`config.mk`:
```
export PLATFORM = sky130hd
export DESIGN_NAME = pk_stream_packer
export DESIGN_NICKNAME = d
export VERILOG_FILES = /design/src/rtl/pk_stream_packer.sv
export SDC_FILE = /design/constraint.sdc
export NUM_CORES = 1
export LEC_CHECK = 0
export BUFFER_PORTS_ARGS = -buffer_cell sky130_fd_sc_hd__clkbuf_2
export CAP_MARGIN = 10
export CORE_UTILIZATION = 35
export DETAILED_ROUTE_END_ITERATION = 8
export GPL_TIMING_DRIVEN = 0
export PLACE_DENSITY = 0.6
export SLEW_MARGIN = 20
export SYNTH_ARGS = -nofsm -noshare
export SYNTH_HDL_FRONTEND = slang
export SYNTH_SLANG_ARGS = --single-unit
```
`constraint.sdc`:
```
create_clock -name clk -period 2.86 [get_ports clk]
set_input_delay 0.429 -clock clk [delete_from_list [all_inputs] [get_ports clk]]
set_output_delay 0.429 -clock clk [all_outputs]
set_load 0.02 [all_outputs]
```
`src/rtl/pk_stream_packer.sv`:
```
// Streams the Dilithium public key (rho || packed t1) as OUT_W-bit words over valid/ready.
// Optional sticky protocol-error flag is built only when PKP_ERR_EN is defined.
module pk_stream_packer #(
    parameter int OUT_W  = 64,
    parameter int COEF_W = 10,
    parameter int RHO_W  = 256
) (
    input  logic              clk,
    input  logic              rst_n,
    input  logic              start,
    input  logic [1:0]        mode,
    input  logic [RHO_W-1:0]  rho,
    input  logic              t1_valid,
    input  logic [COEF_W-1:0] t1_data,
    output logic              t1_ready,
    output logic              out_valid,
    output logic [OUT_W-1:0]  out_data,
    input  logic              out_ready,
    output logic              out_last,
    output logic              busy,
    output logic              done,
    output logic              err
);

    localparam int RHO_WORDS  = RHO_W / OUT_W;
    localparam int T1_WORDS_K = 256 * COEF_W / OUT_W;
    localparam int WCNT_W     = $clog2(RHO_WORDS + 8 * T1_WORDS_K + 1);
    localparam int CREM_W     = $clog2(8 * 256 + 1);
    localparam int ACC_W      = OUT_W + COEF_W;
    localparam int ACNT_W     = $clog2(ACC_W + 1);

    localparam logic [WCNT_W-1:0] RHO_LAST = WCNT_W'(RHO_WORDS - 1);
    localparam logic [WCNT_W-1:0] LAST_K4  = WCNT_W'(RHO_WORDS + 4 * T1_WORDS_K - 1);
    localparam logic [WCNT_W-1:0] LAST_K6  = WCNT_W'(RHO_WORDS + 6 * T1_WORDS_K - 1);
    localparam logic [WCNT_W-1:0] LAST_K8  = WCNT_W'(RHO_WORDS + 8 * T1_WORDS_K - 1);
    localparam logic [CREM_W-1:0] COEFS_K4 = CREM_W'(4 * 256);
    localparam logic [CREM_W-1:0] COEFS_K6 = CREM_W'(6 * 256);
    localparam logic [CREM_W-1:0] COEFS_K8 = CREM_W'(8 * 256);
    localparam logic [ACNT_W-1:0] OUT_W_C  = ACNT_W'(OUT_W);
    localparam logic [ACNT_W-1:0] COEF_W_C = ACNT_W'(COEF_W);

    typedef enum logic [1:0] {
        IDLE = 2'd0,
        RHO  = 2'd1,
        T1   = 2'd2
    } state_t;

    state_t              state_q, state_d;
    logic                done_q, done_d;
    logic [RHO_W-1:0]    rho_q;
    logic [ACC_W-1:0]    acc_q;
    logic [ACNT_W-1:0]   acc_cnt_q;
    logic [CREM_W-1:0]   coef_rem_q;
    logic [WCNT_W-1:0]   wcnt_q;
    logic [WCNT_W-1:0]   wlast_q;
    logic [WCNT_W-1:0]   wlast_sel;
    logic [CREM_W-1:0]   coefs_sel;
    logic                start_acc;
    logic                out_hs;
    logic                t1_hs;

    assign start_acc = start && (state_q == IDLE) && (mode != 2'd3);
    assign out_hs    = out_valid && out_ready;
    assign t1_hs     = t1_valid && t1_ready;
    assign busy      = (state_q != IDLE);
    assign done      = done_q;

    always_comb begin
        wlast_sel = LAST_K4;
        coefs_sel = COEFS_K4;
        case (mode)
            2'd1: begin
                wlast_sel = LAST_K6;
                coefs_sel = COEFS_K6;
            end
            2'd2: begin
                wlast_sel = LAST_K8;
                coefs_sel = COEFS_K8;
            end
            default: ;
        endcase
    end

    // Output/handshake decode and next state
    always_comb begin
        state_d   = state_q;
        done_d    = 1'b0;
        out_valid = 1'b0;
        out_data  = '0;
        out_last  = 1'b0;
        t1_ready  = 1'b0;
        case (state_q)
            IDLE: begin
                if (start_acc) state_d = RHO;
            end
            RHO: begin
                out_valid = 1'b1;
                out_data  = rho_q[OUT_W-1:0];
                if (out_ready && (wcnt_q == RHO_LAST)) state_d = T1;
            end
            T1: begin
                out_valid = (acc_cnt_q >= OUT_W_C);
                out_data  = acc_q[OUT_W-1:0];
                out_last  = out_valid && (wcnt_q == wlast_q);
                t1_ready  = (coef_rem_q != '0) && (acc_cnt_q < OUT_W_C);
                if (out_valid && out_ready && out_last) begin
                    state_d = IDLE;
                    done_d  = 1'b1;
                end
            end
            default: state_d = IDLE;
        endcase
    end

    always_ff @(posedge clk or negedge rst_n) begin
        if (!rst_n) begin
            state_q <= IDLE;
            done_q  <= 1'b0;
        end else begin
            state_q <= state_d;
            done_q  <= done_d;
        end
    end

    // Datapath: rho shifter, t1 bit accumulator, word/coefficient counters
    always_ff @(posedge clk or negedge rst_n) begin
        if (!rst_n) begin
            rho_q      <= '0;
            acc_q      <= '0;
            acc_cnt_q  <= '0;
            coef_rem_q <= '0;
            wcnt_q     <= '0;
            wlast_q    <= '0;
        end else begin
            case (state_q)
                IDLE: begin
                    if (start_acc) begin
                        rho_q      <= rho;
                        acc_q      <= '0;
                        acc_cnt_q  <= '0;
                        coef_rem_q <= coefs_sel;
                        wcnt_q     <= '0;
                        wlast_q    <= wlast_sel;
                    end
                end
                RHO: begin
                    if (out_hs) begin
                        rho_q  <= rho_q >> OUT_W;
                        wcnt_q <= wcnt_q + 1'b1;
                    end
                end
                T1: begin
                    // t1_ready and out_valid are disjoint on acc_cnt, so at most one fires
                    if (t1_hs) begin
                        acc_q      <= acc_q | (ACC_W'(t1_data) << acc_cnt_q);
                        acc_cnt_q  <= acc_cnt_q + COEF_W_C;
                        coef_rem_q <= coef_rem_q - 1'b1;
                    end else if (out_hs) begin
                        acc_q     <= acc_q >> OUT_W;
                        acc_cnt_q <= acc_cnt_q - OUT_W_C;
                        wcnt_q    <= wcnt_q + 1'b1;
                    end
                end
                default: ;
            endcase
        end
    end

`ifdef PKP_ERR_EN
    logic err_q;

    always_ff @(posedge clk or negedge rst_n) begin
        if (!rst_n) begin
            err_q <= 1'b0;
        end else if (start_acc) begin
            err_q <= 1'b0;
        end else if ((start && (state_q != IDLE)) || (start && (mode == 2'd3)) ||
                     (t1_valid && (state_q == IDLE))) begin
            err_q <= 1'b1;
        end
    end

    assign err = err_q;
`else
    assign err = 1'b0;
`endif

endmodule
```
Yosys cells after proc, flatten, opt, wreduce, memory -nomap -nowiden
Cells that the tools add are included.

cells by class
  reduce and logical (&&, ||, !) cells = 21
  equal/unequal tests = 14
  bitwise logic cells = 1
  multiplexer cells = 30
  add/subtract/negate cells = 4
  shifts and indexed selects = 1
  magnitude comparators = 2

operators by type and width
  operator               count
  $mux 256               2
  $pmux 256 s2           1
  $mux 74                3
  $pmux 74 s2            1
  $pmux 64 s2            1
  $or 74x74->74          1
  $shl 10x7->74          1
  $pmux 12 s2            2
  $mux 9                 3
  $pmux 9 s3             1
  $mux 12                2
  $mux 7                 3
  $pmux 9 s2             1
  $reduce_and 3->1       5
  $ne 2x2->1 const B     7
  $pmux 7 s2             1
  $reduce_bool 12->1     1
  $sub 12x1->12 const B  1
  $add 9x1->9 const B    1
  $eq 9x2->1 const B     1
  $eq 9x9->1             1
  $logic_and 1x1->1      9
  $add 7x4->7 const B    1
  $ge 7x7->1 const B     1
  13 further kinds       22

word-level totals
  flip-flop bits (word level) = 370
  output and inout bits = 70
  input bits = 273

Longest topological paths before layout
  depth in word-level cells = 6
  mapped depth = 11
  gate-level depth less buffers = 7

Worst setup path before layout
Ideal clock, no wire load.

  path type = register -> register
  start = register state_q[0]
  end = register acc_q[56]
  clock period less this slack = 2.388 ns
  required time = 2.786 ns
  data arrival time = 2.314 ns
  slack = 0.472 ns
  stages on the path, launching flop included = 9
  path through = dfrtp_1 inv_1 ha_1 buf_2 o211ai_1 and2_1 a2111oi_1 a21oi_1 nor2_1

on the way
  word-level cells in the longest chain between the ends = 5
  elaborated cells on any way between the ends = 15
  those cells by class = 4 x eq/ne; 4 x mux; 7 x reduce/logical

ends and longest elaborated chain
  what                                                              RTL line    RTL
  start: declaration                                                48          state_t state_q, state_d;
  start signal: assignment                                          120         state_q <= state_d;
  $eq 2x2->1, or another cell as far along                          92, 135
  $pmux 1 s2, or another cell as far along                          92          case (state_q)
  $logic_and 1x1->1, on equally long branches                       63, 62, 64
  $ne 3x3->1 (no line), or another cell as far along                --
  $reduce_and 3->1 (no line) / $pmux 74 s2 (equally long branches)  --
  end signal: assignment                                            155         acc_q <= acc_q | (ACC_W'(t1_data) << acc_cnt_q);
  end signal: assignment                                            159         acc_q <= acc_q >> OUT_W;
  end: declaration                                                  51          logic [ACC_W-1:0] acc_q;

Parallel ways exist; a longest one is shown, timed or not.
A chain may end at the register's enable or synchronous reset.

Final worst setup path
  start = register state_q[1]
  end = output port out_data[24]

on the way
  word-level cells in the longest chain between the ends = 2
  elaborated cells on any way between the ends = 3
  those cells by class = 2 x eq/ne; 1 x mux

ends and longest elaborated chain
  what                                             RTL line  RTL
  $eq 2x2->1 / $eq 2x1->1 (equally long branches)  92
  $pmux 64 s2 (*)                                  92
  end: declaration                                 17        output logic [OUT_W-1:0] out_data,

Every way passes the cells marked *; elsewhere a longest branch is shown, timed or not.

==> impl_metrics.toml <==
[run_status]
status = "completed"

[route]
vias = 15479
drt_iter0_drc = 1096
drtAntennaViolNets = 0
wl_per_cell_um = 21.0
dr.pass1.iters = 6
routed_via_density = 5.20
totalWireLength_um = 62400
route.detailed.drc = 0

[place]
place.gp.congestion = 0.973
port_buffers = 341
hpwl_um = 48600

[sta]
fin_worst_skew_ns = 0.0397
finalHoldViolations = 0
period_minus_slack_ns = 2.80
rsz0062_at_grt = "true"
post-route-period-util = 0.981
fmax_mhz = 357
finalSetupTns_ns = 0
slew_headroom = 0.397
tightest_slew_ns = 0.879
setup_viol = 0
finalMaxSlewViolations = 0

[worst_setup_path]
rr_startpoint = "state_q[1]"
cp.arrival_ns = 2.38
critPathMaxFanout = 10
path_class = "flop to primary output"
r2r_end = "acc_q[42]"
worstPathRequired_ns = 2.43
r2r_cells = 9
cp-start-kind = "flop"
rrSetupSlack_ns = 0.10
path_cells = "inv_2 -> ha_2 -> buf_4 -> inv_4 -> buf_8 -> buf_6 -> nor2_2 -> buf_2"
critPathCaptureType = "primary output"
critPathSlowestCell = "dfrtp_1"
slowest_delay_ns = 0.41

[clocking]
clk_latency_ns = 0.59
clockBufferDepth = 3
cts_tree = "built"
htree_levels = 2
path_clk_slew_ns = 0.06
numCtsBuffers = 42
cts-root-buf = "clkbuf_16"
clock_sinks = 365

[power_and_ir_drop]
p_int_w = 0.0142
p_switching_w = 0.00980
power_w = 0.0240
p_sw_frac = 0.408
power_frac_comb = 0.419
clock_power_share = 0.239
powerDensity_nw_per_um2 = 1060
vdd_drop_max_v = 0.000534
seqPwrFrac = 0.342
p_leak_nw = 10.9

[floorplan]
start_util = 0.355
coreArea_sq_um = 50200
die_area_sq_um = 51700
die_x_um = 227
rows = 82
fp.dieH_um = 227
num_io_pins = 343

[synth]
netlist_instances = 1864
ys_ff_latch = 365
synth_enable_flop_cells = 0
ys.flop_type = "dfrtp_1"
async_reset_ff_frac = 1.00
syn_nets = 2148
yosys_warnings = 0
avgSynthCellArea_sq_um = 9.54
syn_area_sq_um = 17800
ys_seq_area_frac = 0.513
ys_types = 62

[min_path]
holdPathStages = 3
hold_class = "input port to flop"
hold-path-endpoint = "rho_q[218]"
hold_start = "rho[218]"

[global_routing]
grt_use_total = 0.243
grt_pass1_vias = 15488
antenna_found_initial = 8
grt_pass1_wl_um = 93300
grt_max_degree = 86
grt_overflow_total = 0

[cells_and_area]
fin_nets = 2550
seq_area_sq_um = 9140
area_delta_synth_final_pct = 27.9
num-fill-cells = 4924
drive_gt1_frac = 0.256
multi_input_area_sq_um = 8330

[flow_run]
maxCapViolCount = 0
[repair_timing]
action,4_1_cts,5_1_grt
setup buffers,4,6
resized for setup,175,104
cloned,0,0
pin swaps,2,6
endpoints found under the setup margin,363,356
hold endpoints to repair,41,0
hold buffers,1,0
[flip-flops by register name, summed over array words and instances, names as in the netlist]
name / cells
wcnt_q: 9
done: 1
rho_q: 256
acc_q: 74
wlast_q: 5
acc_cnt_q: 6
coef_rem_q: 12
state_q: 2
[routing by layer]
layer  GRT usage  vias up  routed length [um]
met5           0        -                  57
met4       0.108        8                2450
met3      0.0592      123                4530
met2       0.391      518               29100
met1       0.311     7481               26300
li1            -     7349                   -
[synthesized netlist by cell type (all sizes together), types with 9 or more instances]
library cell | instances | area [sq um]
dfrtp | 365 | 9130
o21ai | 247 | 1240
o31ai | 9 | 67.6
inv | 13 | 48.8
mux2 | 12 | 135
nand3b | 67 | 503
a22o | 18 | 158
nand3 | 24 | 145
mux2i | 202 | 2020
nor2 | 121 | 457
nand2 | 371 | 1390
a21oi | 58 | 290
o22ai | 18 | 113
clkbuf | 117 | 439
a22oi | 68 | 510
ha | 11 | 138
nor3 | 11 | 55.1
buf | 33 | 155
nand2b | 10 | 62.6
[metrics by stage]
step | std cells | util | setup WS [ns] | instance area (sq um) | hold WS [ns]
2_1_floorplan | 1864 | - | 0.472 | 17800 | 0.133
3_3_place_gp | 2877 | 0.405 | -6.82 | 20300 | 0.449
3_5_place_dp | 2884 | 0.408 | -1.12 | 20500 | 0.405
4_1_cts | 2965 | 0.449 | -0.00541 | 22500 | 0.0363
5_1_grt | 2974 | 0.453 | -0.0264 | 22700 | 0.0555
6_report | 2975 | 0.453 | 0.0552 | 22700 | 0.0684
[cells in the final DEF (no fill, tap or decap), types with 10 or more instances in the layout]
cell type	netlist	final
o22ai_1	18	18
clkinv_2	0	11
buf_4	2	32
clkbuf_1	117	75
nand3_1	22	22
clkbuf_2	0	329
nor3_1	11	11
mux2_2	12	12
nor2_2	1	25
dfrtp_1	365	364
nor2_1	120	75
nand2_1	371	369
clkbuf_16	0	46
a22oi_1	68	68
nand2b_1	10	10
nand3b_1	67	67
a22o_1	18	18
a21oi_1	58	58
buf_2	13	30
clkbuf_4	0	10
nor2_4	0	21
mux2i_1	202	201
clkbuf_8	0	20
o21ai_0	246	243
[cell families (layout without fill, tap and decap cells)]
group,count (synthesis),count (layout),share of synthesized area
flops,365,365,0.513
buf+inv,163,598,0.0362
simple gates,645,645,0.163
compound gates,455,455,0.152
fa+ha+maj,11,11,0.00774
other cells,1,5,0.000211
mux,215,215,0.123
xor+xnor,9,9,0.00443
[worst max-delay path: cells and delay by family, from the launching register on]
kind / cells / cell delay (ns)
buffers and inverters: 6 / 0.84
DFF: 1 / 0.41
adders and majority gates: 1 / 0.31
and+or+nand+nor: 1 / 0.21
[area by class of cell]
| cell class | count | share of cell area |
|---|---|---|
| repair buffers | 359 | 0.0879 |
| clock inverters | 20 | 0.0119 |
| diodes | 4 | 0.000440 |
| inverters | 13 | 0.00226 |
| flip-flops and latches | 365 | 0.402 |
| well taps | 672 | 0.0370 |
| clock buffers | 57 | 0.0531 |
| multi-input cells | 1336 | 0.366 |
| plain buffers | 149 | 0.0395 |
[how the worst max path moves through the flow]
stage          slack, ns  startpoint  cells past startpoint           end
6_report            0.06  state_q[1]                      8  out_data[24]
5_1_grt            -0.03  state_q[1]                      8  out_data[10]
4_1_cts           -0.005  state_q[0]                      8  out_data[49]
3_5_place_dp       -1.12  state_q[0]                     11      rho_q[2]
3_3_place_gp       -6.82       rst_n                      1    rho_q[174]
2_1_floorplan       0.47  state_q[0]                      8     acc_q[56]
[power by group through the flow]
stage / clock, W / sequential, W / combinational [W]
finish: 0.00574 / 0.00821 / 0.0101
global route: 0.00605 / 0.00841 / 0.0112
CTS: 0.00584 / 0.00818 / 0.0100
detailed placement: 0 / 0.00828 / 0.00926
floorplan: 0 / 0.00781 / 0.00626
global placement: 0 / 0.00821 / 0.00908
No activity file was read; power rests on OpenSTA's default activity.
